### src/rtl/demux4_router_if.sv
// Stream bundle for demux4_router: one valid/ready input, four buffered outputs.
// Counter signals exist only when DEMUX4_ROUTER_STATS_EN is defined.
interface demux4_router_if #(
  parameter int WIDTH = 32
);
  logic             flush;
  logic             in_valid;
  logic             in_ready;
  logic [1:0]       in_sel;
  logic [WIDTH-1:0] in_data;
  logic [3:0]       out_valid;
  logic [3:0]       out_ready;
  logic [WIDTH-1:0] out_data0;
  logic [WIDTH-1:0] out_data1;
  logic [WIDTH-1:0] out_data2;
  logic [WIDTH-1:0] out_data3;
`ifdef DEMUX4_ROUTER_STATS_EN
  logic [15:0]      out_count0;
  logic [15:0]      out_count1;
  logic [15:0]      out_count2;
  logic [15:0]      out_count3;

  modport master (
    output flush, in_valid, in_sel, in_data, out_ready,
    input  in_ready, out_valid, out_data0, out_data1, out_data2, out_data3,
    input  out_count0, out_count1, out_count2, out_count3
  );
  modport slave (
    input  flush, in_valid, in_sel, in_data, out_ready,
    output in_ready, out_valid, out_data0, out_data1, out_data2, out_data3,
    output out_count0, out_count1, out_count2, out_count3
  );
`else
  modport master (
    output flush, in_valid, in_sel, in_data, out_ready,
    input  in_ready, out_valid, out_data0, out_data1, out_data2, out_data3
  );
  modport slave (
    input  flush, in_valid, in_sel, in_data, out_ready,
    output in_ready, out_valid, out_data0, out_data1, out_data2, out_data3
  );
`endif
endinterface

### src/rtl/demux4_router.sv
// demux4_router: routes one valid/ready stream to four channels, each with a one-entry holding register.
// Define DEMUX4_ROUTER_STATS_EN to build the per-channel 16-bit delivered-word counters.
module demux4_router #(
  parameter int WIDTH = 32
) (
  input logic            clk,
  input logic            reset,
  demux4_router_if.slave bus
);
  logic [3:0] full_q;
  logic [3:0] full_d;
  logic [3:0] accept;
  logic [3:0] drain;
  logic       in_ready;

  // A full channel can still accept when its consumer drains in the same cycle.
  always_comb begin
    in_ready = !reset && !bus.flush &&
               (!full_q[bus.in_sel] || bus.out_ready[bus.in_sel]);
    accept = 4'b0000;
    if (bus.in_valid && in_ready) begin
      accept[bus.in_sel] = 1'b1;
    end
    drain  = full_q & bus.out_ready;
    full_d = bus.flush ? 4'b0000 : ((full_q & ~drain) | accept);
  end

  always_ff @(posedge clk) begin
    if (reset) begin
      full_q <= 4'b0000;
    end else begin
      full_q <= full_d;
    end
  end

  generate
    for (genvar gi = 0; gi < 4; gi++) begin : g_chan
      logic [WIDTH-1:0] buf_q;
      logic [WIDTH-1:0] buf_d;

      // Flush leaves the data register alone; only the full bit is cleared.
      always_comb begin
        buf_d = accept[gi] ? bus.in_data : buf_q;
      end

      always_ff @(posedge clk) begin
        if (reset) begin
          buf_q <= '0;
        end else begin
          buf_q <= buf_d;
        end
      end

`ifdef DEMUX4_ROUTER_STATS_EN
      logic [15:0] count_q;
      logic [15:0] count_d;

      // Handshakes in a flush cycle still count; wrap is natural 16-bit overflow.
      always_comb begin
        count_d = count_q + {15'd0, drain[gi]};
      end

      always_ff @(posedge clk) begin
        if (reset) begin
          count_q <= 16'h0000;
        end else begin
          count_q <= count_d;
        end
      end
`endif
    end
  endgenerate

  assign bus.in_ready  = in_ready;
  assign bus.out_valid = full_q;
  assign bus.out_data0 = g_chan[0].buf_q;
  assign bus.out_data1 = g_chan[1].buf_q;
  assign bus.out_data2 = g_chan[2].buf_q;
  assign bus.out_data3 = g_chan[3].buf_q;
`ifdef DEMUX4_ROUTER_STATS_EN
  assign bus.out_count0 = g_chan[0].count_q;
  assign bus.out_count1 = g_chan[1].count_q;
  assign bus.out_count2 = g_chan[2].count_q;
  assign bus.out_count3 = g_chan[3].count_q;
`endif
endmodule
### src/flat_wrapper.sv
// flat-port wrapper written by rule: the top's interface ports become plain ports
module demux4_router_flat 
#(
  parameter int WIDTH = 32
)
  (clk, reset, bus_flush, bus_in_valid, bus_in_sel, bus_in_data, bus_out_ready, bus_in_ready, bus_out_valid, bus_out_data0, bus_out_data1, bus_out_data2, bus_out_data3);
  demux4_router_if #(.WIDTH(WIDTH)) bus_i ();
  input logic clk;
  input logic reset;
  input wire logic [$bits(bus_i.flush)-1:0] bus_flush;
  input wire logic [$bits(bus_i.in_valid)-1:0] bus_in_valid;
  input wire logic [$bits(bus_i.in_sel)-1:0] bus_in_sel;
  input wire logic [$bits(bus_i.in_data)-1:0] bus_in_data;
  input wire logic [$bits(bus_i.out_ready)-1:0] bus_out_ready;
  output wire logic [$bits(bus_i.in_ready)-1:0] bus_in_ready;
  output wire logic [$bits(bus_i.out_valid)-1:0] bus_out_valid;
  output wire logic [$bits(bus_i.out_data0)-1:0] bus_out_data0;
  output wire logic [$bits(bus_i.out_data1)-1:0] bus_out_data1;
  output wire logic [$bits(bus_i.out_data2)-1:0] bus_out_data2;
  output wire logic [$bits(bus_i.out_data3)-1:0] bus_out_data3;
  assign bus_i.flush = bus_flush;
  assign bus_i.in_valid = bus_in_valid;
  assign bus_i.in_sel = bus_in_sel;
  assign bus_i.in_data = bus_in_data;
  assign bus_i.out_ready = bus_out_ready;
  assign bus_in_ready = bus_i.in_ready;
  assign bus_out_valid = bus_i.out_valid;
  assign bus_out_data0 = bus_i.out_data0;
  assign bus_out_data1 = bus_i.out_data1;
  assign bus_out_data2 = bus_i.out_data2;
  assign bus_out_data3 = bus_i.out_data3;
  demux4_router #(.WIDTH(WIDTH)) u_core (.clk(clk), .reset(reset), .bus(bus_i));
endmodule
### config.mk
export PLATFORM = sky130hd
export DESIGN_NAME = demux4_router_flat
export DESIGN_NICKNAME = d
export VERILOG_FILES = /design/src/rtl/demux4_router_if.sv /design/src/rtl/demux4_router.sv /design/src/flat_wrapper.sv
export SDC_FILE = /design/constraint.sdc
export NUM_CORES = 1
export LEC_CHECK = 0
export CORE_MARGIN = 2
export CORE_UTILIZATION = 40
export DETAILED_ROUTE_END_ITERATION = 8
export HOLD_SLACK_MARGIN = 0.02
export PLACE_DENSITY = 0.76
export SLEW_MARGIN = 20
export SYNTH_ARGS = -nofsm -noshare
export SYNTH_HDL_FRONTEND = slang
export SYNTH_SLANG_ARGS = --single-unit
### constraint.sdc
create_clock -name clk -period 2.33 [get_ports clk]
set_input_delay 0.3495 -clock clk [delete_from_list [all_inputs] [get_ports clk]]
set_output_delay 0.3495 -clock clk [all_outputs]
set_load 0.05 [all_outputs]
==> Yosys cells after proc, flatten, opt, wreduce, memory -nomap -nowiden <==
Cells that the tools add are included.
{ "totals": {"regBits": 132, "latchBits": 0, "ramBits": 0, "mem_bits_ro": 0, "inputBits": 42, "output_inout_bits": 133, "wordCells": 27, "memories": 0} }
{ "op_classes": {"add_sub_neg": 0, "n_mul": 0, "div_mod_pow": 0, "order_cmp": 2, "eq_ne": 0, "shift": 0, "n_mux": 7, "bitwise": 4, "reduce_logical": 9} }
{ "ops": {"columns": ["op", "count"], "rows": [
  ["$and A4 B4 Y4", 2],
  ["$bmux W1 S2", 2],
  ["$logic_and A1 B1 Y1", 4],
  ["$mux W4", 1],
  ["$not A4 Y4", 1],
  ["$or A4 B4 Y4", 1],
  ["$logic_not A1 Y1", 3],
  ["$lt A2 B3 Y1 const B", 1],
  ["$mux W1", 3],
  ["$demux W1 S2", 1],
  ["$ge A2 B1 Y1 const B", 1],
  ["$reduce_or A2 Y1", 1],
  ["$logic_or A1 B1 Y1", 1]
]} }

==> Logic depth before layout (Yosys ltp) <==
Gate-level depths: netlist of run 1.
{ "logic_depth": {"depth_word": 8, "ltp_mapped": 6, "ltp_nobuf": 3} }

==> Worst setup path before layout of run 1 <==
OpenSTA, ideal clock, no wires.
{ "synth_timing": {"path_kind": "reg-to-output", "from": "register u_core.full_q[3] (netlist: u_core.bus.out_valid[3])", "to": "output bus_in_ready", "arrival_ns": 1.934, "t_required_ns": 1.980, "setup_slack_ns": 0.046, "path_stages_with_launch": 5, "path_buffers": 1, "cell_sequence": "dfxtp_1 nor2b_1 clkbuf_1 mux4_2 nor2_1"} }
{ "synth_via": {"elab_chain_len": 5} }
{ "synth_rtl": {"columns": ["item", "line_no", "text"], "rows": [
  ["start: declaration", "demux4_router.sv:10", "logic [3:0] full_q;"],
  ["start signal: assignment", "demux4_router.sv:32", "full_q <= full_d;"],
  ["$bmux W1 S2", "demux4_router.sv:19", "(!full_q[bus.in_sel] || bus.out_ready[bus.in_sel]);"],
  ["$mux W1 (implied by the code)", "demux4_router.sv:19", null],
  ["$logic_not A1 Y1", "demux4_router.sv:19", null],
  ["$logic_or A1 B1 Y1", "demux4_router.sv:19", null],
  ["$logic_and A1 B1 Y1", "demux4_router.sv:18", "in_ready = !reset && !bus.flush &&"],
  ["end: declaration", "flat_wrapper.sv:15", "output wire logic [$bits(bus_i.in_ready)-1:0] bus_in_ready;"]
]} }
No other way between the ends. The select of a mux whose other input is x is not followed.

==> Worst setup path after layout of run 1 <==
{ "layout_timing": {"from": "input bus_out_ready[3]", "to": "output bus_in_ready"} }
{ "layout_via": {"elab_chain_len": 4} }
{ "layout_rtl": {"columns": ["item", "line_no", "text"], "rows": [
  ["start: declaration", "flat_wrapper.sv:14", "input wire logic [$bits(bus_i.out_ready)-1:0] bus_out_ready;"],
  ["$bmux W1 S2", "demux4_router.sv:19", null],
  ["$mux W1 (implied by the code)", "demux4_router.sv:19", null],
  ["$logic_or A1 B1 Y1", "demux4_router.sv:19", null],
  ["$logic_and A1 B1 Y1", "demux4_router.sv:18", null]
]} }
No other way between the ends. The select of a mux whose other input is x is not followed.

==> reports/qor_table.md, run 1 <==
| Item | Reported | Unit |
|:---|:---|:---|
| Data arrival, critical path | 1.77 | ns |
| Transition time of the tightest slew-check pin | 0.899 | ns |
| # setup viols final | 0 | - |
| Final setup skew | 0.00569 | ns |
| HPWL Detailed | 12200 | um |
| Combinational family with the most area after synthesis | simple AND/OR/NAND/NOR gates | - |
| Mux contribution to synthesized area | 0.0858 | - |
| Master cell of the clock root buffer | sky130_fd_sc_hd__clkbuf_16 | - |
| Share of synthesized flip-flops with an asynchronous set or reset | 0 | - |
| Path type of the worst min-delay path | in2reg | - |
| Layout net count | 771 | - |
| Run status | complete, no violations | - |
| Via density per instance | 6.09 | - |
| Fmax | 0.471 | GHz |
| Die Ht | 122 | um |
| Min-Delay Startpoint | bus_in_sel[0] | - |
| Hold buffer count at cts | 0 | - |
| Antenna fix cells | 0 | - |
| Final Hold Viols | 0 | - |
| Total overflow reported by the global router | 0 | - |
| Crit end category | output port | - |
| Area share of the leading cell type in the synthesized netlist | 0.472 | - |
| Class of the most critical setup path | in2out | - |
| Most used flip-flop cell after synthesis | sky130_fd_sc_hd__dfxtp_1 | - |
| Number of buffers created by CTS | 17 | - |
| Standby leakage power | 3.16 | nW |
| Port Buffers | 174 | - |
| Growth of design area from synthesis to finish | 46.2 | % |
| Number of DRC violations after detailed-routing iteration 0 | 610 | - |
| Antenna violations before repair | 0 | - |
| Final worst-path cycle share | 0.911 | - |
| Largest driver fanout on the critical path | 2 | - |
| Placeable core region | 0.0138 | sq mm |
| Gpl congestion | 0.823 | - |
| WL/cell | 20.7 | um |
| Synth Instances | 586 | - |
| Vias | 5612 | - |
| Wirelength, routed | 19100 | um |
| CTS H-tree lvls | 4 | - |
| Maximum capacitance violations | 0 | - |
| Total number of placement rows | 43 | - |
| Launching point of the worst reg2reg path | u_core.bus.out_valid[1]$_SDFF_PP0_ | - |
| Main area contributors after synthesis | sky130_fd_sc_hd__dfxtp_1, sky130_fd_sc_hd__nand4_1, sky130_fd_sc_hd__o311ai_0 | - |
| First-pass GRT wire length | 29400 | um |
| Vias in the first global route | 5334 | - |
| Floorplan die width | 122 | um |
| Count of final max-slew check failures | 0 | - |
| Worst hold slack | 0.343 | ns |
| Resized Gates After CTS | 0 | - |
| Top Ports | 175 | - |
| Post-DP Area | 0.00753 | sq mm |
| Total power per unit cell area | 723 | mW/mm^2 |
| Startpoint kind of the worst setup timing path | primary input | - |
| Finished Cell Area | 0.00818 | sq mm |
| Number of nets in the synthesized netlist | 628 | - |
| Post-CTS Setup Inserts | 0 | - |
| Clock-pin slew on the worst setup and hold paths | 0.06 | ns |
| Xor/xnor cell area share of the yosys netlist | 0 | - |
| Most repeated cell in the gate-level netlist after synthesis | sky130_fd_sc_hd__dfxtp_1 | - |
| Maximum ir drop on the vdd rail | 393 | uV |
| Library cells used by synthesis | 27 | - |
| Post-route antenna net violation count | 0 | - |
| Part of the Yosys area used for sequential elements | 0.472 | - |
| Worst setup slack for register-to-register paths | 0.66 | ns |
| Required time of the critical path | 1.98 | ns |
| Total global-route track usage | 0.255 | - |
| Slew headroom | 0.400 | - |
| Clock tree from TritonCTS | done | - |
| Leading area contributor after synthesis | sky130_fd_sc_hd__dfxtp_1 | - |
| Post-Syn Area | 0.00560 | sq mm |
| Yosys reg bits | 132 | - |
| Simple-gate area share of the yosys netlist | 0.203 | - |
| Maximum number of pins on one net before global-route repair | 97 | - |
| Initial core utilization | 0.407 | - |
| Compound-Gate Fraction of Synth Area | 0.180 | - |
| Worst skew pair latency | 0.42 | ns |
| Maximum buffer depth of the clock tree | 2 | - |
| Share of post-route cells with drive strength above 1 | 0.137 | - |
| Avg Synthesized Cell Area | 9.55 | sq um |
| First-pass DRT Iterations | 6 | - |
| Total number of yosys warnings | 0 | - |
| Setup repair after global routing missed its margin | false | - |
| Die ar. | 0.0150 | sq mm |
| Share of synthesized cell area in full adder, half adder and majority cells | 0 | - |
| Synth top cells by count | sky130_fd_sc_hd__dfxtp_1, sky130_fd_sc_hd__nand4_1, sky130_fd_sc_hd__clkbuf_1 | - |
| EDFF count, synth | 0 | - |
| Clock period minus worst slack | 2.12 | ns |
| Crit path from | bus_out_ready[3] | - |
| Number of clock sinks | 132 | - |
| Count of unresolved DRC violations after routing | 0 | - |
## routing by layer
metal	part of all wire	global-route usage
met1	0.41	0.324
met4	0.035	0.115
met3	0.084	0.0637
met5	0	0
met2	0.47	0.408
## layout make-up
cell class	instances	area (sq um)
Inverter	2	8.76
Clock buffer	22	454
Fill cell	1172	5590
Sequential cell	132	2640
Clock inverter	10	203
Multi-Input combinational cell	373	2660
Tap cell	180	225
Timing Repair Buffer	203	1990
## state kept, by name (all words and copies together) (netlist names)
name	count
u_core.bus.out_data0	32
u_core.bus.out_data1	32
u_core.bus.out_data2	32
u_core.bus.out_data3	32
u_core.bus.out_valid	4
## through the flow
step	power [mW]	instances	setup slack (ns)	util	TNS [ns]
global placement	2.94	890	-0.121	0.547	-4.53
finish	5.92	922	0.208	0.594	0
detailed placement	2.95	890	-0.194	0.547	-6.88
CTS	5.94	922	0.205	0.594	0
floorplan	2.69	586	0.0465	-	0
global route	6.09	922	0.188	0.594	0
## path summary, 6_finish.rpt
kind | endpoint | cells after the start
worst max-delay path | bus_in_ready | 5
worst min-delay path | u_core.bus.out_data2[2]$_SDFFE_PP0P_ | 3
worst max register to register | u_core.bus.out_data1[10]$_SDFFE_PP0P_ | 4
worst min register to register | u_core.bus.out_data3[31]$_SDFFE_PP0P_ | 2
## placed cells by master (no fill, tap or decap), types with 6 or more instances in the layout
cell                              instances
sky130_fd_sc_hd__clkdlybuf4s50_1        171
sky130_fd_sc_hd__dfxtp_1                132
sky130_fd_sc_hd__nand4_1                 94
sky130_fd_sc_hd__o311ai_0                64
sky130_fd_sc_hd__nand2_1                 62
sky130_fd_sc_hd__a21oi_1                 35
sky130_fd_sc_hd__nor2b_1                 32
sky130_fd_sc_hd__o31ai_1                 32
sky130_fd_sc_hd__mux2_4                  29
sky130_fd_sc_hd__buf_4                   28
sky130_fd_sc_hd__clkbuf_16               17
sky130_fd_sc_hd__bufinv_16                6
## cell families after synthesis
family	Yosys count
AO/OA/AOI/OAI	135
buffers and inverters	81
flip-flops	132
multiplexers	32
AND/OR/NAND/NOR	206
## power breakdown
part           total (mW)  switching (mW)  internal (mW)
sequential           2.33          0.0256           2.30
combinational       0.586           0.383          0.203
clock                3.00           0.973           2.03
total                5.92            1.38           4.53
## worst max-delay path, stage by stage
cell,delay [ns]
sky130_fd_sc_hd__clkdlybuf4s50_1,0.55
sky130_fd_sc_hd__nor2b_4,0.07
sky130_fd_sc_hd__mux4_2,0.47
sky130_fd_sc_hd__nor2_1,0.11
sky130_fd_sc_hd__buf_4,0.21
Power figures use the tool's default switching activity.
==> run 2: changes to the inputs <==
--- a/config.mk
+++ b/config.mk
@@ -8,6 +8,7 @@
 export CORE_MARGIN = 2
 export CORE_UTILIZATION = 40
 export DETAILED_ROUTE_END_ITERATION = 8
+export GPL_TIMING_DRIVEN = 0
 export HOLD_SLACK_MARGIN = 0.02
 export PLACE_DENSITY = 0.76
 export SLEW_MARGIN = 20
==> run 2 against run 1 <==
  * Power rose by 1.6%
  * Core utilization rose by 0.60 points
  * Critical path depth rose by 2
  * Sequential power barely moved
  * Routed wire length rose by 6.6%
  * Combinational power rose by 2%
  * Clock-buffer cell count fell by 3
  * Sequential cell count did not move
  * Worst setup slack got worse by 0.14 ns
  * Critical path type is now in2reg
  * Critical endpoint is now u_core.bus.out_data1[22]$_SDFFE_PP0P_
==> reports/qor_table.md, run 2 (synthesis gave the netlist of run 1 again) <==
| Item | Reported | Unit | vs previous |
|:---|:---|:---|:---|
| Run status | complete, no violations | - |  |
| Crit path from | bus_in_sel[1] | - |  |
| Die Ht | 122 | um | unchanged |
| Maximum capacitance violations | 0 | - | unchanged |
| Number of buffers created by CTS | 17 | - | unchanged |
| Placeable core region | 0.0138 | sq mm | unchanged |
| Most common cell after layout, fill and taps aside | sky130_fd_sc_hd__clkdlybuf4s50_1 | - |  |
| Clock tree from TritonCTS | done | - |  |
| Clock-pin slew on the worst setup and hold paths | 0.06 | ns | about the same |
| Transition time of the tightest slew-check pin | 0.757 | ns | -0.142 ns |
| Initial core utilization | 0.407 | - | unchanged |
| Total overflow reported by the global router | 0 | - | unchanged |
| Summed negative setup slack over all endpoints | 0 | ns | unchanged |
| First-pass GRT wire length | 30400 | um | +3.4% |
| Post-route antenna net violation count | 0 | - | unchanged |
| Antenna fix cells | 0 | - | unchanged |
| Number of clock sinks | 132 | - | unchanged |
| Layout net count | 819 | - | +6.2% |
| Final Hold Viols | 0 | - | unchanged |
| Port Buffers | 174 | - | unchanged |
| Die ar. | 0.0150 | sq mm | unchanged |
| Data arrival, critical path | 2.57 | ns | +0.80 ns |
| Maximum ir drop on the vdd rail | 501 | uV | +27% |
| Clock period minus worst slack | 2.26 | ns | +0.141 ns |
| Launching point of the worst reg2reg path | u_core.bus.out_valid[3]$_SDFF_PP0_ | - |  |
| Path type of the worst min-delay path | reg2reg | - |  |
| Share of post-route cells with drive strength above 1 | 0.0962 | - | -0.0413 |
| HPWL Detailed | 14600 | um | +20% |
| Worst flop-to-flop path endpoint | u_core.bus.out_data3[28]$_SDFFE_PP0P_ | - |  |
| Worst skew pair latency | 0.42 | ns | about the same |
| First-pass DRT Iterations | 5 | - | -1 |
| Antenna violations before repair | 0 | - | unchanged |
| Fmax | 0.442 | GHz | -6.2% |
| Worst-case hold path end point | u_core.bus.out_data3[27]$_SDFFE_PP0P_ | - |  |
| Via density per instance | 6.06 | - | -0.36% |
| Share of the core filled with cells | 0.600 | - | +0.00600 |
| Slew headroom | 0.494 | - | +0.0935 |
| Largest driver fanout on the critical path | 10 | - | +8 |
| Highest-count cells in the layout ignoring fill and taps | sky130_fd_sc_hd__clkdlybuf4s50_1, sky130_fd_sc_hd__dfxtp_1, sky130_fd_sc_hd__nand4_1, sky130_fd_sc_hd__clkbuf_1, sky130_fd_sc_hd__o311ai_0 | - |  |
| # setup viols final | 0 | - | unchanged |
| Worst Hold Path Cells | 2 | - | -1 |
| Floorplan die width | 122 | um | unchanged |
| Top Ports | 175 | - | unchanged |
| Total power per unit cell area | 727 | mW/mm^2 | +0.61% |
| Final setup skew | 0.00791 | ns | +0.00222 ns |
| Number of DRC violations after detailed-routing iteration 0 | 586 | - | -3.9% |
| Total number of placement rows | 43 | - | unchanged |
| Standby leakage power | 3.13 | nW | -1.1% |
| Count of unresolved DRC violations after routing | 0 | - | unchanged |
| Worst setup slack for register-to-register paths | 0.55 | ns | -0.11 ns |
| Wirelength, routed | 20400 | um | +6.6% |
| CTS H-tree lvls | 4 | - | unchanged |
| Post-CTS Setup Inserts | 0 | - | unchanged |
| Path depth of the worst reg2reg path | 4 | - | unchanged |
| Count of final max-slew check failures | 0 | - | unchanged |
| Required time of the critical path | 2.63 | ns | +0.65 ns |
| Total global-route track usage | 0.266 | - | +0.0113 |
| Gpl congestion | 0.888 | - | +7.9% |
| Startpoint kind of the worst setup timing path | primary input | - |  |
| Total Power Consumption | 6.01 | mW | +1.6% |
| Hold buffer count at cts | 0 | - | unchanged |
| Maximum buffer depth of the clock tree | 2 | - | unchanged |
| Maximum number of pins on one net before global-route repair | 17 | - | -82% |
| Growth of design area from synthesis to finish | 47.6 | % |  |
| Crit end category | register | - |  |
| Min-Delay Startpoint | u_core.bus.out_data3[27]$_SDFFE_PP0P_ | - |  |
| WL/cell | 21.0 | um | +1.3% |
| Vias | 5883 | - | +4.8% |
| Vias in the first global route | 5686 | - | +6.6% |
| Resized Gates After CTS | 16 | - | +16 |
| Setup repair after global routing missed its margin | false | - |  |
| Final worst-path cycle share | 0.971 | - | +0.0604 |
| Master cell of the clock root buffer | sky130_fd_sc_hd__clkbuf_16 | - |  |
| Class of the most critical setup path | in2reg | - |  |
-- run 2: changes by cell type in the layout (fill, tap and decap cells not counted), sizes merged --
| cell | previous run | this run |
|---|---|---|
| dlygate4sd2 | 0 | 2 |
| clkinv | 5 | 4 |
| inv | 0 | 1 |
| buf | 32 | 6 |
| clkbuf | 22 | 91 |
| clkinvlp | 1 | 4 |
-- run 2: through the flow --
stage / cell area, sq um / setup slack, ns / instances / hold WS [ns]
6_report: 8270 / 0.0671 / 970 / 0.471
5_1_grt: 8270 / 0.0409 / 970 / 0.498
3_3_place_gp: 7570 / -1.06 / 940 / 0.457
3_5_place_dp: 7570 / -1.12 / 940 / 0.463
4_1_cts: 8270 / 0.00879 / 972 / 0.470
2_1_floorplan: 5600 / 0.0465 / 586 / 0.486
-- run 2: where the power goes --
| group | internal [mW] | switching (mW) |
|---|---|---|
| sequential | 2.30 | 0.0269 |
| clock | 2.06 | 1.02 |
| combinational | 0.202 | 0.397 |
-- run 2: area by class of cell --
type / count / area, sq um
fill: 1148 / 5510
sequential: 132 / 2640
multi-input combinational: 373 / 2640
timing repair buffer: 174 / 1740
clock buffer: 19 / 453
buffer: 77 / 328
clock inverter: 13 / 229
tap: 180 / 225
inverter: 2 / 7.51
-- run 2: worst max-delay path by stage --
stage	endpoint	slack [ns]	cells after the start
floorplan	bus_in_ready	0.05	4
CTS	bus_in_ready	0.009	6
global route	u_core.bus.out_data1[2]$_SDFFE_PP0P_	0.04	7
finish	u_core.bus.out_data1[22]$_SDFFE_PP0P_	0.07	7
global placement	bus_in_ready	-1.06	6
detailed placement	bus_in_ready	-1.12	6
-- run 2: per-layer routing --
layer	vias up	share of wire	global-route usage
met4	0	0.034	0.107
li1	2638	-	-
met3	68	0.085	0.0562
met1	2825	0.40	0.339
met5	-	0	0
met2	352	0.48	0.439
-- run 2: critical path: stages --
cell and delay (ns):
sky130_fd_sc_hd__clkdlybuf4s50_1 0.50, sky130_fd_sc_hd__or4b_1 0.54, sky130_fd_sc_hd__buf_2 0.18, sky130_fd_sc_hd__or3_1 0.32, sky130_fd_sc_hd__buf_2 0.18, sky130_fd_sc_hd__buf_6 0.18, sky130_fd_sc_hd__mux2_4 0.30
